--- src/rtl/ins_fetcher_if.sv ---
// ins_fetcher_if: fetch-side bus bundle for ins_fetcher.
// Groups the instruction-memory request/response port, the decoder
// presentation/redirect port, the ROB flush port and the branch-history
// update port. The master modport is the fetcher; the slave modport is the
// surrounding memory/decoder/ROB environment.
//   mem_req_valid/mem_req_addr/mem_req_ready : fetch request handshake
//   mem_resp_valid/mem_resp_data             : one-cycle response pulse
//   ins_ready/ins/pc/pred_jump               : instruction presented to decoder
//   dec_stall/dec_clear/dec_new_addr         : decoder backpressure and redirect
//   rob_clear/rob_new_pc                     : mispredict flush
//   bht_upd_valid/bht_upd_pc/bht_upd_taken   : resolved branch outcome
interface ins_fetcher_if;
    logic        mem_req_valid;
    logic [31:0] mem_req_addr;
    logic        mem_req_ready;
    logic        mem_resp_valid;
    logic [31:0] mem_resp_data;
    logic        ins_ready;
    logic [31:0] ins;
    logic [31:0] pc;
    logic        pred_jump;
    logic        dec_stall;
    logic        dec_clear;
    logic [31:0] dec_new_addr;
    logic        rob_clear;
    logic [31:0] rob_new_pc;
    logic        bht_upd_valid;
    logic [31:0] bht_upd_pc;
    logic        bht_upd_taken;

    modport master (
        output mem_req_valid, mem_req_addr, ins_ready, ins, pc, pred_jump,
        input  mem_req_ready, mem_resp_valid, mem_resp_data,
        input  dec_stall, dec_clear, dec_new_addr, rob_clear, rob_new_pc,
        input  bht_upd_valid, bht_upd_pc, bht_upd_taken
    );

    modport slave (
        input  mem_req_valid, mem_req_addr, ins_ready, ins, pc, pred_jump,
        output mem_req_ready, mem_resp_valid, mem_resp_data,
        output dec_stall, dec_clear, dec_new_addr, rob_clear, rob_new_pc,
        output bht_upd_valid, bht_upd_pc, bht_upd_taken
    );
endinterface

--- src/rtl/ins_fetcher.sv ---
// ins_fetcher: front-end instruction fetcher with next-PC branch prediction.
// Ports:
//   clk_in : system clock
//   rst_in : asynchronous active-low reset
//   rdy_in : global ready, all state frozen while low
//   bus    : ins_fetcher_if.master (memory, decoder, ROB and BHT-update signals)
// Optional feature macro FETCH_BHT_EN: when defined, conditional branches are
// predicted by a table of 2-bit saturating counters; otherwise backward
// branches (negative offset) are predicted taken.
module ins_fetcher #(
    parameter logic [31:0] RESET_PC  = 32'h0000_0000,
    parameter int          BHT_IDX_W = 6
) (
    input  logic         clk_in,
    input  logic         rst_in,
    input  logic         rdy_in,
    ins_fetcher_if.master bus
);
    localparam logic [1:0] S_REQ  = 2'd0;
    localparam logic [1:0] S_WAIT = 2'd1;
    localparam logic [1:0] S_HOLD = 2'd2;

    logic [1:0]  state;
    logic        discard;
    logic [31:0] fetch_pc;
    logic [31:0] next_pc;
    logic        req_valid;
    logic [31:0] req_addr;
    logic        ins_ready_r;
    logic [31:0] ins_r;
    logic [31:0] pc_r;
    logic        pred_r;

    logic        redirect;
    logic [31:0] target;
    logic        handshake;
    logic        is_branch;
    logic [31:0] br_imm;
    logic        predict_taken;
    logic        pred;
    logic [31:0] resp_next_pc;
    logic        unused_bht;

    assign redirect     = bus.rob_clear | bus.dec_clear;
    assign target       = bus.rob_clear ? bus.rob_new_pc : bus.dec_new_addr;
    // Memory only sees a request once our registered valid is up.
    assign handshake    = (state == S_REQ) && req_valid && bus.mem_req_ready;
    assign is_branch    = bus.mem_resp_data[6:0] == 7'b1100011;
    assign br_imm       = {{19{bus.mem_resp_data[31]}}, bus.mem_resp_data[31], bus.mem_resp_data[7],
                           bus.mem_resp_data[30:25], bus.mem_resp_data[11:8], 1'b0};
    assign pred         = is_branch & predict_taken;
    assign resp_next_pc = pred ? fetch_pc + br_imm : fetch_pc + 32'd4;

`ifdef FETCH_BHT_EN
    logic [1:0]           bht [2**BHT_IDX_W];
    logic [BHT_IDX_W-1:0] rd_idx;
    logic [BHT_IDX_W-1:0] up_idx;

    assign rd_idx        = fetch_pc[BHT_IDX_W+1:2];
    assign up_idx        = bus.bht_upd_pc[BHT_IDX_W+1:2];
    // Read is of the registered table, so a same-cycle update is not visible.
    assign predict_taken = bht[rd_idx][1];
    assign unused_bht    = ^{bus.bht_upd_pc[31:BHT_IDX_W+2], bus.bht_upd_pc[1:0]};

    always_ff @(posedge clk_in or negedge rst_in) begin
        if (!rst_in) begin
            for (int i = 0; i < 2**BHT_IDX_W; i++) bht[i] <= 2'b01;
        end else if (rdy_in && bus.bht_upd_valid) begin
            bht[up_idx] <= bus.bht_upd_taken ? ((bht[up_idx] == 2'b11) ? 2'b11 : bht[up_idx] + 2'b01)
                                             : ((bht[up_idx] == 2'b00) ? 2'b00 : bht[up_idx] - 2'b01);
        end
    end
`else
    localparam int unused_bht_idx_w = BHT_IDX_W;
    // Static backward-taken: a set sign bit means a negative branch offset.
    assign predict_taken = bus.mem_resp_data[31];
    assign unused_bht    = ^{bus.bht_upd_valid, bus.bht_upd_pc, bus.bht_upd_taken};
`endif

    always_ff @(posedge clk_in or negedge rst_in) begin
        if (!rst_in) begin
            state       <= S_REQ;
            discard     <= 1'b0;
            fetch_pc    <= RESET_PC;
            next_pc     <= 32'd0;
            req_valid   <= 1'b0;
            req_addr    <= 32'd0;
            ins_ready_r <= 1'b0;
            ins_r       <= 32'd0;
            pc_r        <= 32'd0;
            pred_r      <= 1'b0;
        end else if (rdy_in) begin
            if (state == S_REQ) begin
                if (redirect) fetch_pc <= target;
                if (handshake) begin
                    // A redirect racing the accept must throw away that response.
                    state     <= S_WAIT;
                    req_valid <= 1'b0;
                    discard   <= redirect;
                end else begin
                    req_valid <= 1'b1;
                    req_addr  <= redirect ? target : fetch_pc;
                end
            end else if (state == S_WAIT) begin
                if (redirect) fetch_pc <= target;
                if (bus.mem_resp_valid) begin
                    if (redirect || discard) begin
                        state     <= S_REQ;
                        discard   <= 1'b0;
                        req_valid <= 1'b1;
                        req_addr  <= redirect ? target : fetch_pc;
                    end else begin
                        state       <= S_HOLD;
                        ins_ready_r <= 1'b1;
                        ins_r       <= bus.mem_resp_data;
                        pc_r        <= fetch_pc;
                        pred_r      <= pred;
                        next_pc     <= resp_next_pc;
                    end
                end else if (redirect) begin
                    discard <= 1'b1;
                end
            end else begin
                if (redirect || !bus.dec_stall) begin
                    state       <= S_REQ;
                    ins_ready_r <= 1'b0;
                    req_valid   <= 1'b1;
                    fetch_pc    <= redirect ? target : next_pc;
                    req_addr    <= redirect ? target : next_pc;
                end
            end
        end
    end

    assign bus.mem_req_valid = req_valid;
    assign bus.mem_req_addr  = req_addr;
    assign bus.ins_ready     = ins_ready_r;
    assign bus.ins           = ins_r;
    assign bus.pc            = pc_r;
    assign bus.pred_jump     = pred_r;
endmodule

--- src/flat_wrapper.sv ---
// flat-port wrapper written by rule: the top's interface ports become plain ports
module ins_fetcher_flat 
#(
    parameter logic [31:0] RESET_PC  = 32'h0000_0000,
    parameter int          BHT_IDX_W = 6
)
  (clk_in, rst_in, rdy_in, bus_mem_req_valid, bus_mem_req_addr, bus_ins_ready, bus_ins, bus_pc, bus_pred_jump, bus_mem_req_ready, bus_mem_resp_valid, bus_mem_resp_data, bus_dec_stall, bus_dec_clear, bus_dec_new_addr, bus_rob_clear, bus_rob_new_pc, bus_bht_upd_valid, bus_bht_upd_pc, bus_bht_upd_taken);
  ins_fetcher_if bus_i ();
  input  logic clk_in;
  input  logic rst_in;
  input  logic rdy_in;
  output wire logic [$bits(bus_i.mem_req_valid)-1:0] bus_mem_req_valid;
  output wire logic [$bits(bus_i.mem_req_addr)-1:0] bus_mem_req_addr;
  output wire logic [$bits(bus_i.ins_ready)-1:0] bus_ins_ready;
  output wire logic [$bits(bus_i.ins)-1:0] bus_ins;
  output wire logic [$bits(bus_i.pc)-1:0] bus_pc;
  output wire logic [$bits(bus_i.pred_jump)-1:0] bus_pred_jump;
  input wire logic [$bits(bus_i.mem_req_ready)-1:0] bus_mem_req_ready;
  input wire logic [$bits(bus_i.mem_resp_valid)-1:0] bus_mem_resp_valid;
  input wire logic [$bits(bus_i.mem_resp_data)-1:0] bus_mem_resp_data;
  input wire logic [$bits(bus_i.dec_stall)-1:0] bus_dec_stall;
  input wire logic [$bits(bus_i.dec_clear)-1:0] bus_dec_clear;
  input wire logic [$bits(bus_i.dec_new_addr)-1:0] bus_dec_new_addr;
  input wire logic [$bits(bus_i.rob_clear)-1:0] bus_rob_clear;
  input wire logic [$bits(bus_i.rob_new_pc)-1:0] bus_rob_new_pc;
  input wire logic [$bits(bus_i.bht_upd_valid)-1:0] bus_bht_upd_valid;
  input wire logic [$bits(bus_i.bht_upd_pc)-1:0] bus_bht_upd_pc;
  input wire logic [$bits(bus_i.bht_upd_taken)-1:0] bus_bht_upd_taken;
  assign bus_mem_req_valid = bus_i.mem_req_valid;
  assign bus_mem_req_addr = bus_i.mem_req_addr;
  assign bus_ins_ready = bus_i.ins_ready;
  assign bus_ins = bus_i.ins;
  assign bus_pc = bus_i.pc;
  assign bus_pred_jump = bus_i.pred_jump;
  assign bus_i.mem_req_ready = bus_mem_req_ready;
  assign bus_i.mem_resp_valid = bus_mem_resp_valid;
  assign bus_i.mem_resp_data = bus_mem_resp_data;
  assign bus_i.dec_stall = bus_dec_stall;
  assign bus_i.dec_clear = bus_dec_clear;
  assign bus_i.dec_new_addr = bus_dec_new_addr;
  assign bus_i.rob_clear = bus_rob_clear;
  assign bus_i.rob_new_pc = bus_rob_new_pc;
  assign bus_i.bht_upd_valid = bus_bht_upd_valid;
  assign bus_i.bht_upd_pc = bus_bht_upd_pc;
  assign bus_i.bht_upd_taken = bus_bht_upd_taken;
  ins_fetcher #(.RESET_PC(RESET_PC), .BHT_IDX_W(BHT_IDX_W)) u_core (.clk_in(clk_in), .rst_in(rst_in), .rdy_in(rdy_in), .bus(bus_i));
endmodule
--- config.mk ---
export PLATFORM = sky130hd
export DESIGN_NAME = ins_fetcher_flat
export DESIGN_NICKNAME = d
export VERILOG_FILES = /design/src/rtl/ins_fetcher_if.sv /design/src/rtl/ins_fetcher.sv /design/src/flat_wrapper.sv
export SDC_FILE = /design/constraint.sdc
export NUM_CORES = 1
export LEC_CHECK = 0
export ABC_AREA = 1
export ABC_CLOCK_PERIOD_IN_PS = 1900
export BUFFER_PORTS_ARGS = -buffer_cell sky130_fd_sc_hd__buf_2
export CELL_PAD_IN_SITES_DETAIL_PLACEMENT = 0
export CELL_PAD_IN_SITES_GLOBAL_PLACEMENT = 1
export CORE_UTILIZATION = 35
export DETAILED_ROUTE_END_ITERATION = 6
export GPL_TIMING_DRIVEN = 0
export PLACE_DENSITY = 0.76
export SYNTH_ARGS = -nofsm -noshare
export SYNTH_HDL_FRONTEND = slang
export SYNTH_SLANG_ARGS = --single-unit
--- constraint.sdc ---
create_clock -name clk_in -period 1.9 [get_ports clk_in]
set_input_delay 0.095 -clock clk_in [delete_from_list [all_inputs] [get_ports clk_in]]
set_output_delay 0.095 -clock clk_in [all_outputs]
set_load 0.03 [all_outputs]
# == Word level (Yosys, flattened, before mapping) ==
# Index checks and enable logic that the tools add are counted.
# classes
add_sub_neg,2
n_mul,0
div,0
magnitude_cmp,0
n_eq_ne,9
n_shift,0
muxes,34
bitwise_logic,4
reduce_logical,17
# op_table
op,count
$mux W32,12
$add A32 B3 Y32 const B,1
$add A32 B32 Y32,1
$reduce_and A5 Y1,4
$mux W1,16
$mux W2,6
$reduce_and A4 Y1,2
$eq A7 B7 Y1 const B,1
$ne A2 B2 Y1 const B,3
$ne A3 B2 Y1 const B,2
$reduce_bool A3 Y1,2
$reduce_bool A2 Y1,2
$ne A3 B1 Y1 const B,1
$eq A2 B1 Y1 const B,1
$logic_and A1 B1 Y1,2
$logic_not A2 Y1,1
$logic_or A1 B1 Y1,2
$ne A2 B1 Y1 const B,1
$not A1 Y1,2
$reduce_and A2 Y1,1
$and A1 B1 Y1,1
$logic_not A1 Y1,1
$or A1 B1 Y1,1
# word_totals
reg_bits,166
latch_bits,0
ram_bits,0
mem_bits_ro,0
in_bits,138
output_inout_bits,99
elab_cells,76
mem_count,0

# == Longest topological paths before layout ==
# Gate-level depths: netlist of the first run.
# depth
ltp_word,6
mapped_depth,14
depth_no_buf,14

# == Worst setup path after synthesis of the first run ==
# Ideal clock, no wire load.
# synth_timing
path_type,flip-flop to flip-flop
startpoint,register u_core.fetch_pc[1]
endpoint,register u_core.next_pc[31]
setup_time_ns,0.124
arrival_ns,1.785
required_time_ns,1.776
slack_ns,-0.009
stages_incl_launch_ff,14
n_path_buf,0
synth_period_minus_slack_ns,1.909
cell_sequence,dfrtp_1 > ha_1 > inv_1 > fa_1 > o21ai_1 > nand2_1 > nand2_1 > nand2_1 > nand3_1 > nand2_1 > nand3_1 > nand2_1 > nand2_1 > nand3_1
# synth_between
elab_chain_cells,2
elab_cells_between_ends,3
cone_classes,add/sub (2); mux (1)
# synth_rtl
element,line_no,rtl
start: declaration,ins_fetcher.sv:25,logic [31:0] fetch_pc;
start signal: assignment,ins_fetcher.sv:94,if (redirect) fetch_pc <= target;
start signal: assignment,ins_fetcher.sv:105,if (redirect) fetch_pc <= target;
start signal: assignment,ins_fetcher.sv:128,fetch_pc <= redirect ? target : next_pc;
$add A32 B3 Y32 or $add A32 B32 Y32 (tied branches),ins_fetcher.sv:52,assign resp_next_pc = pred ? fetch_pc + br_imm : fetch_pc + 32'd4;
$mux W32 (*),ins_fetcher.sv:52,
end signal: assignment,ins_fetcher.sv:118,next_pc <= resp_next_pc;
end: declaration,ins_fetcher.sv:26,logic [31:0] next_pc;
# Every way passes the cells marked *; elsewhere a longest branch is shown, timed or not.
# A chain may end at the register's enable or synchronous reset.

# == Worst setup path after layout of the first run ==
# Ends and elaborated chain as after synthesis.

==> summary.txt, run 1 <==
Final Setup Violations: 14
post-synthesis cell type count: 45
DP Wirelength: 29.3 mm
Switching Fraction: 46.1%
hold path startpoint: rdy_in
WP data arrival: 2.38 ns
DR WL/cell: 18.2 um
Hold EP: u_core.discard
crit path time final: 2.06 ns
first-pass GRT wire length: 60.1 mm
Die H: 173 um
FF+latch area: 4160 um^2
Initial Util: 35.6%
Yosys warning count: 0
register area share after synthesis: 40.4%
total grt overflow: 0
Max Clock Skew: 0.0145 ns
Mapped Cells: 1459
Via Count: 11133
VDD IR max: 0.654 mV
Min-Delay Path Class: primary input to flop
Clock Latency Late Sink: 0.45 ns
Routed Antenna Nets: 0
largest net degree at the start of global routing: 95
H-tree Lvls: 4
Core Region: 28700 um^2
CTS Buf Count: 17
Slew HR: 57.4%
sequential share of power: 34.3%
FF-to-FF End: u_core.next_pc[31]
FMAX: 0.487 GHz
RD Place Congestion: 0.908
outcome: finished with violations
Syn Area/Cell: 7.00 um^2
DRT Pass-1 Iters: 5
Crit Path Max Fanout: 4
Setup WS pre-CTS: -0.547 ns
Mapped Nets: 1629
Final WS setup: -0.155 ns
routed wire length: 39.3 mm
Yosys reg bits: 165
final hold vios: 0
setup TNS: -1.17 ns
final core occ: 48.9%
fin area: 14000 um^2
drt drc: 0
Startpoint Class: flop
actual slew at the worst max-slew pin: 0.633 ns
Post-synth ARST share: 100%
Max Slew Vio Count: 0
row cnt: 62
dpl cell area: 11700 um^2
Area growth syn-to-layout: 37.5%
clock tree buffer depth: 2
hold depth: 3
Max-Cap Viols: 0
GRT Util Overall: 26.0%
RSZ-0062 raised after global routing: yes
Sink Count: 165
via-per-instance ratio: 5.17
Filler Cell Count: 2908
die area: 29900 um^2
nets: 1925
Worst Hold Slack: 0.0242 ns
Port Buffers: 201
failing checks: setup timing
clock power share: 21.0%
pwr/cell area: 1210 nW/um^2
Required @ worst endpoint: 2.22 ns
ant diodes: 0
Comb pwr share: 44.7%
crit path kind: flop to flop
worst r2r src: u_core.fetch_pc[1]
Mapped Area: 10200 um^2
Starting DRT DRC Count: 684
ys flop type: dfrtp_1
Clock transition at path regs: 0.08 ns
number of global-route vias before repair: 10548
Int Pwr: 9.17 mW
multi-input logic area: 6270 um^2
initial antenna violation count: 0
Critical Path End Type: flop
Ports: 237
CTS root buf: clkbuf_16
die width: 173 um
Worst Reg2Reg Path Length in Cells: 13
Net Switching: 7.84 mW
CTS tree: yes
FF-to-FF setup slack: -0.16 ns
leak pwr: 7.12 nW
layout cells sized above 1: 30.1%
EDFF count, synth: 0
Period Utilization, post-route: 108%
## power groups by stage
stage / sequential [mW] / clock, mW / combinational [mW]
6_report: 5.83 / 3.57 / 7.60
5_1_grt: 5.97 / 3.78 / 8.25
2_1_floorplan: 7.44 / 0 / 2.71
3_3_place_gp: 5.81 / 0 / 6.56
4_1_cts: 5.81 / 3.64 / 7.14
3_5_place_dp: 5.83 / 0 / 6.61
## per-layer routing
layer	up-vias	GRT usage, %	wire, um
met5	-	0	0
met4	0	7.60	972
met2	392	42.0	18100
li1	5358	-	-
met1	5326	35.9	17900
met3	57	4.09	2300
## cell type report
type	instances	share of cell area [%]
multi-input cells	1105	44.7
inverters	132	3.55
well taps	384	3.42
plain buffers	57	2.30
flip-flops and latches	165	29.6
clock buffers	18	3.13
clock inverters	14	1.12
repair buffers	277	12.2
## layout by cell type (no fill, tap or decap), types with 25 or more instances in the layout
| master | instances |
|---|---|
| o21ai_0 | 119 |
| a21oi_1 | 96 |
| inv_1 | 123 |
| buf_4 | 48 |
| nand3_1 | 43 |
| dlygate4sd3_1 | 31 |
| nand2_2 | 31 |
| dfrtp_2 | 25 |
| dfrtp_1 | 140 |
| buf_2 | 216 |
| nand2_1 | 465 |
| ha_4 | 28 |
| nor2_1 | 102 |
## metrics by stage
stage          power (mW)  std cells
3_5_place_dp         12.4       2045
4_1_cts              16.6       2131
3_3_place_gp         12.4       2044
5_1_grt              18.0       2152
6_report             17.0       2152
2_1_floorplan        10.2       1459
## cells in the mapped netlist (2+ instances only)
cell | n | area [um^2]
a211oi_1 | 2 | 15.0
a21oi_1 | 121 | 606
a22oi_1 | 4 | 30.0
a31oi_1 | 4 | 25.0
a32o_1 | 2 | 20.0
and2_1 | 3 | 18.8
buf_1 | 2 | 7.51
buf_2 | 22 | 110
buf_4 | 8 | 60.1
buf_6 | 3 | 33.8
clkbuf_1 | 22 | 82.6
dfrtp_1 | 165 | 4130
ha_1 | 31 | 388
inv_1 | 126 | 473
inv_2 | 6 | 22.5
nand2_1 | 505 | 1900
nand2_2 | 5 | 31.3
nand2_4 | 2 | 22.5
nand3_1 | 67 | 335
nand3_2 | 4 | 40.0
nand3b_1 | 6 | 45.0
nand4_1 | 14 | 87.6
nor2_1 | 123 | 462
nor2_2 | 3 | 18.8
nor2_4 | 4 | 45.0
nor3_1 | 13 | 65.1
nor3_2 | 2 | 20.0
nor4_1 | 4 | 25.0
o211ai_1 | 8 | 60.1
o21a_1 | 2 | 15.0
o21ai_0 | 126 | 631
o21ai_1 | 15 | 75.1
o21bai_1 | 8 | 60.1
or2_2 | 6 | 37.5
xor2_1 | 11 | 96.3
## sequential cells by signal, summed over array words and instances, names as in the netlist
name / flops
u_core.bus.ins: 32
u_core.bus.mem_req_addr: 32
u_core.fetch_pc: 32
u_core.next_pc: 32
u_core.bus.pc: 31
u_core.state: 2
u_core.bus.ins_ready: 1
u_core.bus.mem_req_valid: 1
u_core.bus.pred_jump: 1
u_core.discard: 1
## critical path, stage by stage (launching register included)
cell and delay [ns]:
dfrtp_2 0.42, ha_4 0.15, inv_2 0.03, fa_2 0.40, o21ai_4 0.23, nand2_2 0.10
nand2_4 0.12, nand2_2 0.07, nand3_4 0.08, nand2_4 0.05, nand3_4 0.10, nand2_1 0.06
nand2_1 0.05, nand3_1 0.06
## repair_timing
item	in CTS	in global routing
setup buffers	23	21
hold buffers	31	0
setup endpoints to repair	99	127
pin swaps	26	54
resized for setup	126	131
endpoints found under the hold margin	101	0
## how the worst max path moves through the flow
stage	end	start	slack [ns]	cells past startpoint
6_report	u_core.next_pc[31]	u_core.fetch_pc[1]	-0.16	13
5_1_grt	u_core.next_pc[29]	u_core.fetch_pc[1]	-0.22	11
4_1_cts	u_core.next_pc[30]	u_core.fetch_pc[6]	-0.1	14
3_5_place_dp	u_core.next_pc[31]	u_core.fetch_pc[2]	-0.55	12
3_3_place_gp	u_core.bus.mem_req_addr[27]	rst_in	-1.97	1
2_1_floorplan	u_core.next_pc[31]	u_core.fetch_pc[1]	0.03	13
## kinds of logic (layout without fill, tap and decap cells)
kind of cell             Yosys count  count (layout)  share of synthesized area, %
AO/OA/AOI/OAI                    297             297                          15.4
flip-flops                       165             165                          40.4
AND/OR/NAND/NOR                  765             765                          31.5
buffers and inverters            189             498                          7.73
adder cells (fa/ha/maj)           32              32                          3.99
XOR/XNOR                          11              11                         0.943
(Power assumes the default switching activity.)
==> run 2: changes to the inputs <==
- CORE_MARGIN: unset -> 2
==> summary.txt, run 2 (same netlist as run 1, synthesis figures left out) <==
Core Region: 28700 um^2
die area: 30600 um^2
crit path time final: 2.06 ns
Max-Cap Viols: 0
Min-Delay Path Class: primary input to flop
RSZ-0062 raised after global routing: yes
Period Utilization, post-route: 108%
drt drc: 0
hold depth: 3
actual slew at the worst max-slew pin: 0.726 ns
DP Wirelength: 30.0 mm
failing checks: setup timing
setup TNS: -1.17 ns
routed wire length: 39.8 mm
commonest cells after routing, fill and taps aside: nand2_1 (473), buf_2 (217), dfrtp_1 (141)
Required @ worst endpoint: 2.23 ns
VDD IR max: 0.739 mV
Startpoint Class: flop
H-tree Lvls: 4
first-pass GRT wire length: 61.1 mm
Max Slew Vio Count: 0
Clock Latency Late Sink: 0.45 ns
final hold vios: 0
pwr/cell area: 1230 nW/um^2
FMAX: 0.486 GHz
DR WL/cell: 18.4 um
Routed Antenna Nets: 0
Ports: 237
Port Buffers: 201
Final Setup Violations: 16
CTS root buf: clkbuf_16
WP data arrival: 2.39 ns
Clock transition at path regs: 0.08 ns
number of global-route vias before repair: 10767
GRT Util Overall: 25.9%
outcome: finished with violations
Area growth syn-to-layout: 36.8%
Worst Hold Slack: 0.00537 ns
Starting DRT DRC Count: 825
Final WS setup: -0.159 ns
Critical Path End Type: flop
clock tree buffer depth: 2
commonest non-fill, non-tap cell in the layout: nand2_1
DRT Pass-1 Iters: 5
die width: 175 um
final core occ: 48.7%
CTS tree: yes
RD Place Congestion: 0.956
Crit Path Max Fanout: 5
layout cells sized above 1: 29.4%
Initial Util: 35.6%
initial antenna violation count: 0
Slew HR: 51.2%
crit path kind: flop to flop
largest net degree at the start of global routing: 92
ant diodes: 0
Sink Count: 165
Max Clock Skew: 0.0192 ns
Die H: 175 um
Design Power: 17.2 mW
row cnt: 62
CTS Buf Count: 17
nets: 1931
total grt overflow: 0
Worst Reg2Reg Path Length in Cells: 5
via-per-instance ratio: 5.13
Via Count: 11075
leak pwr: 7.08 nW
Filler Cell Count: 2921
run 2: cell types whose count changed in the layout (fill, tap and decap cells not counted), sizes merged:
cell    delta
clkbuf     -2
buf        +7
clkinv     -2
inv        +1
bufinv     +2
run 2: layout make-up:
type                            instances  area (um^2)  share of cell area [%]
Buffer                                 57          309                    2.21
Clock buffer                           17          425                    3.04
Clock inverter                         15          200                    1.43
Inverter                              132          495                    3.54
Multi-Input combinational cell       1105         6140                    43.9
Sequential cell                       165         4160                    29.8
Tap cell                              384          480                    3.44
Timing Repair Buffer                  283         1770                    12.6
run 2: repair_timing:
item	in CTS	in global routing
setup endpoints to repair	98	122
buffers inserted	33	17
gates resized for setup	131	84
endpoints found under the hold margin	104	0
hold buffers	31	0
pin swaps	42	36
run 2: where the power goes:
part | switching [mW] | total [mW] | internal, mW | leakage (nW)
logic | 5.07 | 7.57 | 2.50 | 4.70
registers | 0.976 | 5.83 | 4.85 | 2.07
clock network | 1.75 | 3.77 | 2.02 | 0.302
run 2: routing by layer:
metal / global-route usage (%) / wire length, um
met1: 34.3 / 17400
met2: 43.4 / 18800
met3: 5.20 / 2720
met4: 6.74 / 847
met5: 0 / 0
run 2: stage by stage:
step / instances / instance area, um^2 / worst slack, ns
after floorplan: 1459 / 10200 / 0.0328
after detailed placement: 2045 / 11700 / -0.460
after CTS: 2141 / 13500 / -0.166
after global placement: 2044 / 11700 / -1.99
after global routing: 2158 / 14000 / -0.241
final: 2158 / 14000 / -0.159
run 2: path summary, 6_finish.rpt:
check / from / to / slack (ns)
min: bus_mem_resp_data[6] / u_core.bus.ins[6] / 0.005
min reg2reg: u_core.bus.ins[22] / u_core.bus.ins[22] / 0.47
max in group asynchronous: rst_in / u_core.fetch_pc[23] / 0.76
max reg2reg: u_core.fetch_pc[30] / u_core.next_pc[31] / -0.16
max: u_core.fetch_pc[30] / u_core.next_pc[31] / -0.16
min in group asynchronous: rst_in / u_core.bus.ins[22] / 0.22
run 2: worst max-delay path, cell delays in order, from the launching register on:
cell and delay [ns]:
dfrtp_1 0.47, inv_1 0.24, nor4_1 0.70, nand4_1 0.29
nand3_1 0.16, nand3_1 0.08
==> run 3: changes to the inputs <==
- CAP_MARGIN: unset -> 10
- HOLD_SLACK_MARGIN: unset -> 0.06
==> summary.txt, run 3 (same netlist as run 1, synthesis figures left out) <==
outcome: finished with violations
failing checks: setup timing
leak pwr: 7.09 nW
H-tree Lvls: 4
DRT Pass-1 Iters: 5
Clock transition at path regs: 0.08 ns
Ports: 237
total grt overflow: 0
dpl cell area: 11700 um^2
WP data arrival: 2.39 ns
CTS Buf Count: 17
FMAX: 0.484 GHz
Area growth syn-to-layout: 37.2%
nets: 1935
Max Slew Vio Count: 0
Final WS setup: -0.167 ns
met2 routed WL: 18.9 mm
crit path kind: flop to flop
Starting DRT DRC Count: 911
Port Buffers: 201
wl on met1: 17.6 mm
VDD IR max: 0.740 mV
die width: 175 um
initial antenna violation count: 0
commonest cells after routing, fill and taps aside: nand2_1 (473), buf_2 (217), dfrtp_1 (141)
Clock Latency Late Sink: 0.44 ns
CTS tree: yes
Met3 Routed Length: 2.53 mm
Max-Cap Viols: 0
largest net degree at the start of global routing: 92
number of global-route vias before repair: 10782
routed wire length: 39.9 mm
actual slew at the worst max-slew pin: 0.715 ns
Final Setup Violations: 18
Worst Hold Slack: 0.0761 ns
fin area: 14000 um^2
die area: 30600 um^2
Period Utilization, post-route: 109%
Crit Path Max Fanout: 5
drt drc: 0
Sink Count: 165
top routing layer used: met4
Via Count: 11136
DP Wirelength: 30.0 mm
Required @ worst endpoint: 2.22 ns
RD Place Congestion: 0.956
Initial Util: 35.6%
Die H: 175 um
layout cells sized above 1: 29.3%
setup TNS: -1.24 ns
row cnt: 62
Critical Path End Type: flop
RSZ-0062 raised after global routing: yes
first-pass GRT wire length: 61.2 mm
Startpoint Class: flop
pwr/cell area: 1230 nW/um^2
CTS root buf: clkbuf_16
Min-Delay Path Class: primary input to flop
Max Clock Skew: 0.0129 ns
ant diodes: 0
commonest non-fill, non-tap cell in the layout: nand2_1
GRT Util Overall: 26.0%
DR WL/cell: 18.4 um
Slew HR: 51.9%
via-per-instance ratio: 5.15
final hold vios: 0
Routed Antenna Nets: 0
clock tree buffer depth: 2
crit path time final: 2.07 ns
Core Region: 28700 um^2
==> run 3: report_power, final <==
group          switching (mW)  total [mW]  internal [mW]
Combinational            5.08        7.58           2.50
Clock                    1.75        3.77           2.02
Sequential              0.975        5.83           4.85
Total                    7.80        17.2           9.38
==> run 3: what timing repair did <==
action,CTS,global route
pin swaps,42,36
setup endpoints to repair,98,122
hold endpoints to repair,109,0
buffers inserted,33,17
hold buffers,35,0
gates resized for setup,131,84
==> run 3: layout make-up <==
class / instances / area [um^2]
fillers: 2920 / 14700
multi-input cells: 1105 / 6140
flip-flops and latches: 165 / 4160
repair buffers: 287 / 1810
inverters: 132 / 495
well taps: 384 / 480
clock buffers: 17 / 425
plain buffers: 57 / 309
clock inverters: 15 / 200
==> run 3: final timing paths <==
kind | start | cells past startpoint | slack (ns) | end
max in group asynchronous | rst_in | 3 | 0.75 | u_core.fetch_pc[21]
worst max register to register | u_core.fetch_pc[30] | 5 | -0.17 | u_core.next_pc[31]
worst min-delay path | bus_dec_new_addr[19] | 4 | 0.08 | u_core.fetch_pc[19]
worst min register to register | u_core.bus.ins[22] | 2 | 0.47 | u_core.bus.ins[22]
worst max-delay path | u_core.fetch_pc[30] | 5 | -0.17 | u_core.next_pc[31]
min in group asynchronous | rst_in | 2 | 0.22 | u_core.bus.ins[22]
==> run 3: through the flow <==
stage                     cells  setup WS, ns  total power, mW  util, %
after floorplan            1459        0.0328             10.2        -
after global placement     2044         -1.99             12.4     40.8
after detailed placement   2045        -0.460             12.5     40.9
after CTS                  2145        -0.166             16.9     47.3
after global routing       2162        -0.241             18.2     48.8
final                      2162        -0.167             17.2     48.8
==> run 3: worst max-delay path: stages, from the launching register on <==
cell	delay [ns]
dfrtp_1	0.47
inv_1	0.25
nor4_1	0.69
nand4_1	0.30
nand3_1	0.16
nand3_1	0.08
==> run 3: layer usage <==
metal	track usage, %	vias up
li1	-	5376
met1	34.4	5305
met2	43.5	407
met3	5.20	48
met4	6.74	0
met5	0	-
